**src/rtl/uart_tx_arbiter_if.sv**
```systemverilog
// Bundle between the requesters, the transmitter and the round-robin byte arbiter.
// Latency: none, wires only.
// Backpressure: TxD_busy from the transmitter, per-requester ack pulses back to requesters.
//
// Signals:
//   req        requester -> arbiter   level request per requester
//   data_in    requester -> arbiter   byte i at [8i+7:8i]
//   ack        arbiter -> requester   one-cycle accept pulse
//   TxD_start  arbiter -> transmitter one-cycle start pulse
//   TxD_data   arbiter -> transmitter registered byte
//   TxD_busy   transmitter -> arbiter
//   grant_id   index of current/last granted requester
//   active     arbiter not idle
//   timeout_err sticky watchdog flag
// Modports: slave = arbiter view, master = requesters + transmitter view.
interface uart_tx_arbiter_if #(
  parameter int N_REQ = 4
);
  localparam int GW = $clog2(N_REQ);

  logic [N_REQ-1:0]   req;
  logic [8*N_REQ-1:0] data_in;
  logic [N_REQ-1:0]   ack;
  logic               TxD_start;
  logic [7:0]         TxD_data;
  logic               TxD_busy;
  logic [GW-1:0]      grant_id;
  logic               active;
  logic               timeout_err;

  modport slave (
    input  req,
    input  data_in,
    input  TxD_busy,
    output ack,
    output TxD_start,
    output TxD_data,
    output grant_id,
    output active,
    output timeout_err
  );

  modport master (
    output req,
    output data_in,
    output TxD_busy,
    input  ack,
    input  TxD_start,
    input  TxD_data,
    input  grant_id,
    input  active,
    input  timeout_err
  );
endinterface

```
**src/rtl/uart_tx_arbiter.sv**
```systemverilog
// Round-robin arbiter sharing one async_transmitter between N_REQ byte requesters.
// Latency: request sampled in IDLE at cycle T gives ack and TxD_start at T+1.
// Backpressure: no grant while TxD_busy is high; requesters hold req/data until ack.
//
// Ports:
//   CLOCK_50  single clock, all logic on its rising edge
//   KEY       synchronous active-low reset
//   bus       uart_tx_arbiter_if.slave (req, data_in, ack, TxD_start, TxD_data,
//             TxD_busy, grant_id, active, timeout_err)
// Optional feature: define UART_TX_ARB_TIMEOUT_EN to add a WAIT_BUSY watchdog
// that gives up after TIMEOUT cycles and raises the sticky timeout_err flag.
// Without it, WAIT_BUSY waits indefinitely and timeout_err is tied low.
module uart_tx_arbiter #(
  parameter int N_REQ   = 4,
  parameter int TIMEOUT = 1023
) (
  input  logic             CLOCK_50,
  input  logic             KEY,
  uart_tx_arbiter_if.slave bus
);

  localparam int             GW       = $clog2(N_REQ);
  // Pointer starts at the top index so requester 0 is served first after reset.
  localparam logic [GW-1:0]  LAST_RST = GW'(N_REQ - 1);

  // Parameter sanity check at elaboration.
  if (N_REQ < 2 || N_REQ > 8 || TIMEOUT < 1) begin : g_bad_param
    $error("uart_tx_arbiter: N_REQ must be 2..8 and TIMEOUT >= 1");
  end

  typedef enum logic [1:0] {
    IDLE      = 2'd0,
    LAUNCH    = 2'd1,
    WAIT_BUSY = 2'd2,
    WAIT_IDLE = 2'd3
  } state_t;

  state_t            state;
  state_t            state_nxt;

  logic [GW-1:0]     last_grant;
  logic [N_REQ-1:0]  ack_q;
  logic [7:0]        txd_data_q;
  logic [GW-1:0]     grant_id_q;

  logic              pick_vld;
  logic [GW-1:0]     pick_idx;
  logic [N_REQ-1:0]  pick_oh;
  logic [7:0]        pick_dat;
  logic              grant;

`ifdef UART_TX_ARB_TIMEOUT_EN
  localparam int             WW      = $clog2(TIMEOUT + 1);
  localparam logic [WW-1:0]  WD_LAST = WW'(TIMEOUT - 1);

  logic [WW-1:0]     wd_cnt;
  logic              timeout_hit;
  logic              timeout_err_q;
`endif

  // Round-robin pick. Requesters above last_grant outrank those at or below it;
  // within each group the lowest index wins. Each loop runs high-to-low so the
  // last assignment is the lowest requesting index; the second loop overrides
  // the first, which gives the "first requesting index after last_grant, with
  // wrap" order.
  always_comb begin
    pick_vld = 1'b0;
    pick_idx = '0;
    pick_oh  = '0;
    pick_dat = 8'h00;
    for (int i = N_REQ - 1; i >= 0; i--) begin
      if (bus.req[i] && (i <= int'(last_grant))) begin
        pick_vld   = 1'b1;
        pick_idx   = i[GW-1:0];
        pick_oh    = '0;
        pick_oh[i] = 1'b1;
        pick_dat   = bus.data_in[8*i +: 8];
      end
    end
    for (int i = N_REQ - 1; i >= 0; i--) begin
      if (bus.req[i] && (i > int'(last_grant))) begin
        pick_vld   = 1'b1;
        pick_idx   = i[GW-1:0];
        pick_oh    = '0;
        pick_oh[i] = 1'b1;
        pick_dat   = bus.data_in[8*i +: 8];
      end
    end
  end

  // Next-state logic.
  always_comb begin
    state_nxt   = state;
    grant       = 1'b0;
`ifdef UART_TX_ARB_TIMEOUT_EN
    timeout_hit = 1'b0;
`endif
    case (state)
      IDLE: begin
        // A busy transmitter blocks any grant, even with requests pending.
        if (!bus.TxD_busy && pick_vld) begin
          grant     = 1'b1;
          state_nxt = LAUNCH;
        end
      end
      LAUNCH: begin
        state_nxt = WAIT_BUSY;
      end
      WAIT_BUSY: begin
        if (bus.TxD_busy) begin
          state_nxt = WAIT_IDLE;
        end
`ifdef UART_TX_ARB_TIMEOUT_EN
        // wd_cnt counts completed WAIT_BUSY cycles, so the TIMEOUT-th cycle
        // without busy sees wd_cnt == TIMEOUT-1.
        else if (wd_cnt == WD_LAST) begin
          timeout_hit = 1'b1;
          state_nxt   = IDLE;
        end
`endif
      end
      WAIT_IDLE: begin
        if (!bus.TxD_busy) begin
          state_nxt = IDLE;
        end
      end
      default: begin
        state_nxt = IDLE;
      end
    endcase
  end

  always_ff @(posedge CLOCK_50) begin
    if (!KEY) begin
      state <= IDLE;
    end else begin
      state <= state_nxt;
    end
  end

  // Grant side effects all land on the IDLE->LAUNCH edge, so ack lines up with
  // TxD_start and TxD_data holds its byte until the next grant.
  always_ff @(posedge CLOCK_50) begin
    if (!KEY) begin
      ack_q      <= '0;
      txd_data_q <= 8'h00;
      grant_id_q <= '0;
      last_grant <= LAST_RST;
    end else begin
      ack_q <= '0;
      if (grant) begin
        ack_q      <= pick_oh;
        txd_data_q <= pick_dat;
        grant_id_q <= pick_idx;
        last_grant <= pick_idx;
      end
    end
  end

`ifdef UART_TX_ARB_TIMEOUT_EN
  // Watchdog runs only while staying in WAIT_BUSY and clears on any exit.
  always_ff @(posedge CLOCK_50) begin
    if (!KEY) begin
      wd_cnt        <= '0;
      timeout_err_q <= 1'b0;
    end else begin
      if (state == WAIT_BUSY && state_nxt == WAIT_BUSY) begin
        wd_cnt <= wd_cnt + 1'b1;
      end else begin
        wd_cnt <= '0;
      end
      if (timeout_hit) begin
        timeout_err_q <= 1'b1;
      end
    end
  end

  assign bus.timeout_err = timeout_err_q;
`else
  assign bus.timeout_err = 1'b0;
`endif

  assign bus.ack       = ack_q;
  assign bus.TxD_start = (state == LAUNCH);
  assign bus.TxD_data  = txd_data_q;
  assign bus.grant_id  = grant_id_q;
  assign bus.active    = (state != IDLE);

endmodule

```
**src/flat_wrapper.sv**
```systemverilog
// flat-port wrapper written by rule: the top's interface ports become plain ports
module uart_tx_arbiter_flat 
#(
  parameter int N_REQ   = 4,
  parameter int TIMEOUT = 1023
)
  (CLOCK_50, KEY, bus_req, bus_data_in, bus_TxD_busy, bus_ack, bus_TxD_start, bus_TxD_data, bus_grant_id, bus_active, bus_timeout_err);
  uart_tx_arbiter_if #(.N_REQ(N_REQ)) bus_i ();
  input  logic CLOCK_50;
  input  logic KEY;
  input wire logic [$bits(bus_i.req)-1:0] bus_req;
  input wire logic [$bits(bus_i.data_in)-1:0] bus_data_in;
  input wire logic [$bits(bus_i.TxD_busy)-1:0] bus_TxD_busy;
  output wire logic [$bits(bus_i.ack)-1:0] bus_ack;
  output wire logic [$bits(bus_i.TxD_start)-1:0] bus_TxD_start;
  output wire logic [$bits(bus_i.TxD_data)-1:0] bus_TxD_data;
  output wire logic [$bits(bus_i.grant_id)-1:0] bus_grant_id;
  output wire logic [$bits(bus_i.active)-1:0] bus_active;
  output wire logic [$bits(bus_i.timeout_err)-1:0] bus_timeout_err;
  assign bus_i.req = bus_req;
  assign bus_i.data_in = bus_data_in;
  assign bus_i.TxD_busy = bus_TxD_busy;
  assign bus_ack = bus_i.ack;
  assign bus_TxD_start = bus_i.TxD_start;
  assign bus_TxD_data = bus_i.TxD_data;
  assign bus_grant_id = bus_i.grant_id;
  assign bus_active = bus_i.active;
  assign bus_timeout_err = bus_i.timeout_err;
  uart_tx_arbiter #(.N_REQ(N_REQ), .TIMEOUT(TIMEOUT)) u_core (.CLOCK_50(CLOCK_50), .KEY(KEY), .bus(bus_i));
endmodule
```
**config.mk**
```make
export PLATFORM = sky130hd
export DESIGN_NAME = uart_tx_arbiter_flat
export DESIGN_NICKNAME = d
export VERILOG_FILES = /design/src/rtl/uart_tx_arbiter_if.sv /design/src/rtl/uart_tx_arbiter.sv /design/src/flat_wrapper.sv
export SDC_FILE = /design/constraint.sdc
export NUM_CORES = 1
export LEC_CHECK = 0
export BUFFER_PORTS_ARGS = -buffer_cell sky130_fd_sc_hd__buf_2
export CAP_MARGIN = 20
export CORE_MARGIN = 1.5
export CORE_UTILIZATION = 45
export CTS_CLUSTER_DIAMETER = 50
export DETAILED_ROUTE_END_ITERATION = 6
export GPL_TIMING_DRIVEN = 0
export PLACE_DENSITY = 0.76
export SYNTH_ARGS = -nofsm -noshare
export SYNTH_HDL_FRONTEND = slang
export SYNTH_SLANG_ARGS = --single-unit
```
**constraint.sdc**
```tcl
create_clock -name CLOCK_50 -period 1.65 [get_ports CLOCK_50]
set_clock_uncertainty 0.1 [all_clocks]
set_input_delay 0.0825 -clock CLOCK_50 [delete_from_list [all_inputs] [get_ports CLOCK_50]]
set_output_delay 0.0825 -clock CLOCK_50 [all_outputs]
set_load 0.01 [all_outputs]
```
Word level (Yosys, flattened, before mapping)
Cells that the tools add are included.
{"block": "classes", "eq_ne": 6, "reduce_logical": 15, "n_mux": 34, "n_lt_le_gt_ge": 6, "bitwise": 2}
{"cell": "2-to-1 mux 8 bit", "n": 7}
{"cell": "2-to-1 mux 2 bit", "n": 11}
{"cell": "2-to-1 mux 4 bit", "n": 5}
{"cell": "2-to-1 mux 1 bit", "n": 9}
{"cell": "case mux 2 bit (4 select lines)", "n": 1}
{"cell": "logical AND 1 bit", "n": 7}
{"cell": "OR reduction 5 bit", "n": 1}
{"cell": "equality test 2 bit (second input constant)", "n": 2}
{"cell": "> comparator 2 bit (first input constant)", "n": 2}
{"cell": "less-or-equal comparator 2 bit (first input constant)", "n": 2}
{"cell": "!= test 2 bit (second input constant)", "n": 2}
{"cell": "OR reduction 4 bit", "n": 1}
{"cell": "2-to-1 mux 3 bit", "n": 1}
{"cell": "AND reduction 3 bit", "n": 1}
{"cell": "OR reduction 3 bit", "n": 1}
{"cell": "equality test 2 x 1 -> 1 bit (second input constant)", "n": 1}
{"cell": "> comparator 1 x 2 -> 1 bit (first input constant)", "n": 1}
{"cell": "less-or-equal comparator 1 x 2 -> 1 bit (first input constant)", "n": 1}
{"cell": "logical NOT 2 bit", "n": 1}
{"cell": "!= test 2 x 1 -> 1 bit (second input constant)", "n": 1}
{"cell": "NOT 1 bit", "n": 2}
{"cell": "AND reduction 2 bit", "n": 1}
{"cell": "nonzero test 2 bit", "n": 1}
{"cell": "logical NOT 1 bit", "n": 1}
{"block": "word_totals", "word_cells": 71, "output_inout_bits": 17, "register_bits": 18, "input_bits": 39}

Longest topological paths before layout
{"block": "depth", "word_depth": 14, "mapped_depth": 7, "ltp_nobuf": 6}

Least setup slack after synthesis
No wires, ideal clock.
{"block": "synth_path", "path_kind": "register -> register", "from": "register u_core.state[0]", "to": "register u_core.grant_id_q[1], in the netlist u_core.bus.grant_id[1]", "arrival_ns": 1.373, "setup_ns": 0.076, "path_slack_ns": 0.102, "n_path_buf": 0, "period_less_slack_ns": 1.548, "path_stages_with_launch": 7, "t_required_ns": 1.474, "path_cell_list": "dfxtp_1 > inv_1 > ha_1 > nor2b_1 > nand3_1 > a211o_1 > a21boi_0"}
{"block": "synth_between", "elab_chain_len": 2}
{"element": "from (decl)", "line": "uart_tx_arbiter.sv:38", "rtl": "state_t state;"}
{"element": "from (signal assigned)", "line": "uart_tx_arbiter.sv:137", "rtl": "state <= state_nxt;"}
{"element": "logical NOT 2 bit", "line": "uart_tx_arbiter.sv:98", "rtl": "case (state)"}
{"element": "2-to-1 mux 1 bit", "line": "uart_tx_arbiter.sv:98"}
{"element": "to (signal assigned)", "line": "uart_tx_arbiter.sv:154", "rtl": "grant_id_q <= pick_idx;"}
{"element": "to (decl)", "line": "uart_tx_arbiter.sv:44", "rtl": "logic [GW-1:0] grant_id_q;"}
Every way passes these cells.
A chain may end at the register's enable or synchronous reset.

Final worst setup path
{"block": "layout_path", "from": "register u_core.last_grant[1]", "to": "register u_core.txd_data_q[5], in the netlist u_core.bus.TxD_data[5]"}
{"block": "layout_between", "elab_chain_len": 12, "elab_cells_between_ends": 29}
{"element": "from (decl)", "line": "uart_tx_arbiter.sv:41", "rtl": "logic [GW-1:0] last_grant;"}
{"element": "from (signal assigned)", "line": "uart_tx_arbiter.sv:155", "rtl": "last_grant <= pick_idx;"}
{"element": "less-or-equal comparator 2 bit", "line": "uart_tx_arbiter.sv:72", "rtl": "if (bus.req[i] && (i <= int'(last_grant))) begin"}
{"element": "logical AND 1 bit", "line": "uart_tx_arbiter.sv:72"}
{"element": "2-to-1 mux 1 bit (4 in a row)", "line": "uart_tx_arbiter.sv:72"}
{"element": "2-to-1 mux 1 bit (3 in a row)", "line": "uart_tx_arbiter.sv:81", "rtl": "if (bus.req[i] && (i > int'(last_grant))) begin"}
{"element": "logical AND 1 bit", "line": "uart_tx_arbiter.sv:101", "rtl": "if (!bus.TxD_busy && pick_vld) begin"}
{"element": "2-to-1 mux 1 bit", "line": "uart_tx_arbiter.sv:101"}
{"element": "2-to-1 mux 1 bit", "line": "uart_tx_arbiter.sv:98"}
{"element": "to (signal assigned)", "line": "uart_tx_arbiter.sv:153", "rtl": "txd_data_q <= pick_dat;"}
{"element": "to (decl)", "line": "uart_tx_arbiter.sv:43", "rtl": "logic [7:0] txd_data_q;"}
Several ways; a longest one is shown, not always the timed one.

==> results.md <==
* CTS tree: done
* Bufs and invs on worst path at 0
* GRT Util Overall at 26.5%
* Post-synthesis compound-gate area fraction at 38.4%
* Pwr dens at about 1100 mW/mm^2
* H-tree levels at 1
* Die width at 63.0 um
* Worst hold path type: in -> reg
* Largest net degree at the start of global routing at 11
* Starting Density at about 48%
* Cell Area, Placed at approximately 0.0019 mm^2
* RD Place Congestion at 0.912
* Die Span Y at 63.0 um
* Seq cells post-synth at 18
* Post-Synth Simple-Gate Area at between 20% and 30%
* Avg Cell Area, Syn at a little over 7 um^2
* Synth cell types at 42
* R2R Path Start: u_core.last_grant[1]$_SDFFE_PN1P_
* Fin. Hold Viols at 0
* Area Overhead vs Synth at 28.8%
* Die footprint at 0.00396 mm^2
* Grt ovf at 0
* Antenna cells at 0
* Syn Nets at around 270
* Drt pass-1 iters at 4
* Num rows at 21
* Slew margin rel. at between 60% and 70%
* Initial antenna violation count at 0
* DP Wirelength at 3790 um
* Synth Area in XOR/XNOR at 0%
* CTS buffer count at 3
* Final antenna-violating net count at 0
* Synthesized instance count at about 230
* Mux cell area share after synthesis at roughly 1.9%
* CP Class: reg -> reg
* Most frequent cells in the layout: buf_2 (57), a21oi_1 (37), o21ai_0 (19)
* Largest family of logic cells by synthesized area: compound AO/OA/AOI/OAI gates
* Ys Warns at 0
* Reg2reg path depth at 4
* Post-route DRC violation count at 0
* R2R Path End: u_core.bus.TxD_data[5]$_SDFFE_PN0P_
* Slowest stage cell, crit path: or3b_4
* CTS Root Cell: clkbuf_4
* Setup tns final at 0 ps
* Hold_sp: bus_data_in[10]
* Post-Syn Area at ~0.0016 mm^2
* WL per Instance at ~16 um
* Drt via density at slightly above 6
* Max frequency at between 600 and 700 MHz
* First-pass GRT wire length at roughly 8400 um
* Max FO, Critical Path at 5
* Sequential area share after synthesis at 22.3%
* WP data required at approximately 1700 ps
* Startpoint types: register
* CP endpoint kind: register
* Core area at roughly 0.0034 mm^2
* Top delay family on crit path: simple AND/OR/NAND/NOR gates
* Max cap viols at 0
* Cell chain of the critical path: or3b_4 > or4_1 > o211ai_1 > a21oi_1
* Endpoints failing setup at 0
* Worst VDD drop at 0.610 mV
* Clk buf depth at 2
* Hold path cells at 3
* Vias in the first global route at ~1800
* Min-Delay Endpoint: u_core.bus.TxD_data[2]$_SDFFE_PN0P_
* # nets final at 330
* R2r setup slk at 40 ps
* Drt initial violations at 170
* Via Count at slightly above 2000
* Post-route minimum period at between 1500 and 2000 ps
* Slew Limit Fails at 0
* Worst-Skew Late Latency at ~300 ps
* Leakage at about 0.87 nW
* Clk sinks at 18
* Fraction of layout cells with a size suffix above 1 at a little over 30%
* Period utilisation layout at a little over nine tenths
* # port buffers at 52
* Worst Tran Pin Value at between 500 and 600 ps
* Critical Path AT at ~1700 ps
* CP max stage delay at around 430 ps
* Fin area at approximately 0.0021 mm^2
* RSZ-0062 raised after global routing: true
* Most common cell after layout, fill and taps aside: buf_2
* Status: finished, final reports clean
* Clock slew at reported path FFs at 100 ps
* Top-level I/O count at 56
* Final wirelength at 5320 um
* Post-Synth Adder-Cell Area at between 3 and 4%
==> sequential cells by signal (all words and copies together) (netlist names) <==
register,cells
u_core.bus.grant_id,2
u_core.state,2
u_core.bus.TxD_data,8
u_core.bus.ack,4
u_core.last_grant,2
==> area by class of cell <==
class / count / area [um^2]
repair buffers: 54 / 278
multi-input cells: 183 / 1210
flip-flops and latches: 18 / 368
fillers: 318 / 1310
clock buffers: 4 / 36.3
inverters: 6 / 22.5
plain buffers: 20 / 106
well taps: 46 / 57.6
==> metal layers <==
metal  global-route usage, %  vias up  wire (um)
li1                        -      974          -
met3                    5.23       15        372
met5                       0        -          0
met1                    34.1      961       2240
met2                    43.2       99       2550
met4                    10.3        0        159
==> repair_timing <==
item	CTS	global route
endpoints found under the setup margin	14	12
pin swaps	2	2
hold buffers	1	0
setup buffers	0	1
endpoints found under the hold margin	1	0
resized for setup	23	9
==> worst register-to-register path: stages (launching register included) <==
cell,delay [ps]
dfxtp_4,380
or3b_4,430
or4_1,410
o211ai_1,120
a21oi_1,60
==> through the flow <==
stage	hold WS (ps)	util [%]	power (mW)	instances	setup slack (ps)
after floorplan	164	-	1.43	227	102
after global placement	318	57.1	1.80	325	-255
after detailed placement	309	57.1	1.82	325	-276
after global routing	13.1	61.5	2.45	331	-11.3
after CTS	2.26	60.8	2.23	330	16.4
final	8.88	61.5	2.28	331	39.7
==> power by group <==
group,switching (mW),internal (mW)
clock network,0.139,0.135
registers,0.0932,0.566
logic,0.785,0.564
total,1.02,1.26
==> synthesized netlist by cell type <==
cell / count / area [um^2]
a21oi_1: 37 / 185
nand2_1: 20 / 75.1
o21ai_0: 19 / 95.1
dfxtp_1: 18 / 360
clkbuf_1: 13 / 48.8
nand2b_1: 11 / 68.8
nor2b_1: 10 / 62.6
nand3b_1: 8 / 60.1
nor2_1: 7 / 26.3
inv_1: 6 / 22.5
ha_1: 5 / 62.6
o31ai_1: 5 / 37.5
or4_1: 5 / 37.5
a21o_1: 4 / 30.0
a221o_1: 4 / 40.0
a221oi_1: 4 / 35.0
a311oi_1: 4 / 35.0
a31oi_1: 4 / 25.0
buf_2: 4 / 20.0
nand3_1: 4 / 20.0
nand4_1: 4 / 25.0
o211ai_1: 4 / 30.0
o221ai_1: 4 / 35.0
a211oi_1: 3 / 22.5
buf_1: 2 / 7.51
mux2i_1: 2 / 20.0
a211o_1: 1 / 8.76
a21boi_0: 1 / 7.51
a22o_1: 1 / 8.76
a32o_1: 1 / 10.0
and2_1: 1 / 6.26
and4b_1: 1 / 10.0
buf_4: 1 / 7.51
conb_1: 1 / 3.75
mux2_2: 1 / 11.3
nor3_1: 1 / 5.00
nor3b_1: 1 / 7.51
nor4_2: 1 / 12.5
o2111ai_1: 1 / 8.76
o21a_1: 1 / 7.51
or2_2: 1 / 6.26
or3b_1: 1 / 8.76
==> worst max path at each step <==
| stage | startpoint | end | slack [ps] | depth (start not counted) |
|---|---|---|---|---|
| after floorplan | u_core.state[0]$_SDFFE_PN0P_ | u_core.bus.grant_id[1]$_SDFFE_PN0P_ | 100 | 6 |
| after global placement | u_core.state[0]$_SDFFE_PN0P_ | u_core.bus.TxD_data[1]$_SDFFE_PN0P_ | -260 | 6 |
| after detailed placement | u_core.state[0]$_SDFFE_PN0P_ | u_core.bus.TxD_data[1]$_SDFFE_PN0P_ | -280 | 6 |
| after CTS | u_core.last_grant[1]$_SDFFE_PN1P_ | u_core.bus.TxD_data[7]$_SDFFE_PN0P_ | 20 | 6 |
| after global routing | u_core.state[1]$_SDFFE_PN0P_ | u_core.bus.TxD_data[5]$_SDFFE_PN0P_ | -10 | 6 |
| final | u_core.last_grant[1]$_SDFFE_PN1P_ | u_core.bus.TxD_data[5]$_SDFFE_PN0P_ | 40 | 4 |
==> kinds of logic after synthesis <==
family | after synthesis
AO/OA/AOI/OAI | 98
adder cells (fa/ha/maj) | 5
buffers and inverters | 26
flip-flops | 18
multiplexers | 3
other | 1
AND/OR/NAND/NOR | 76
Power figures use the tool's default switching activity.
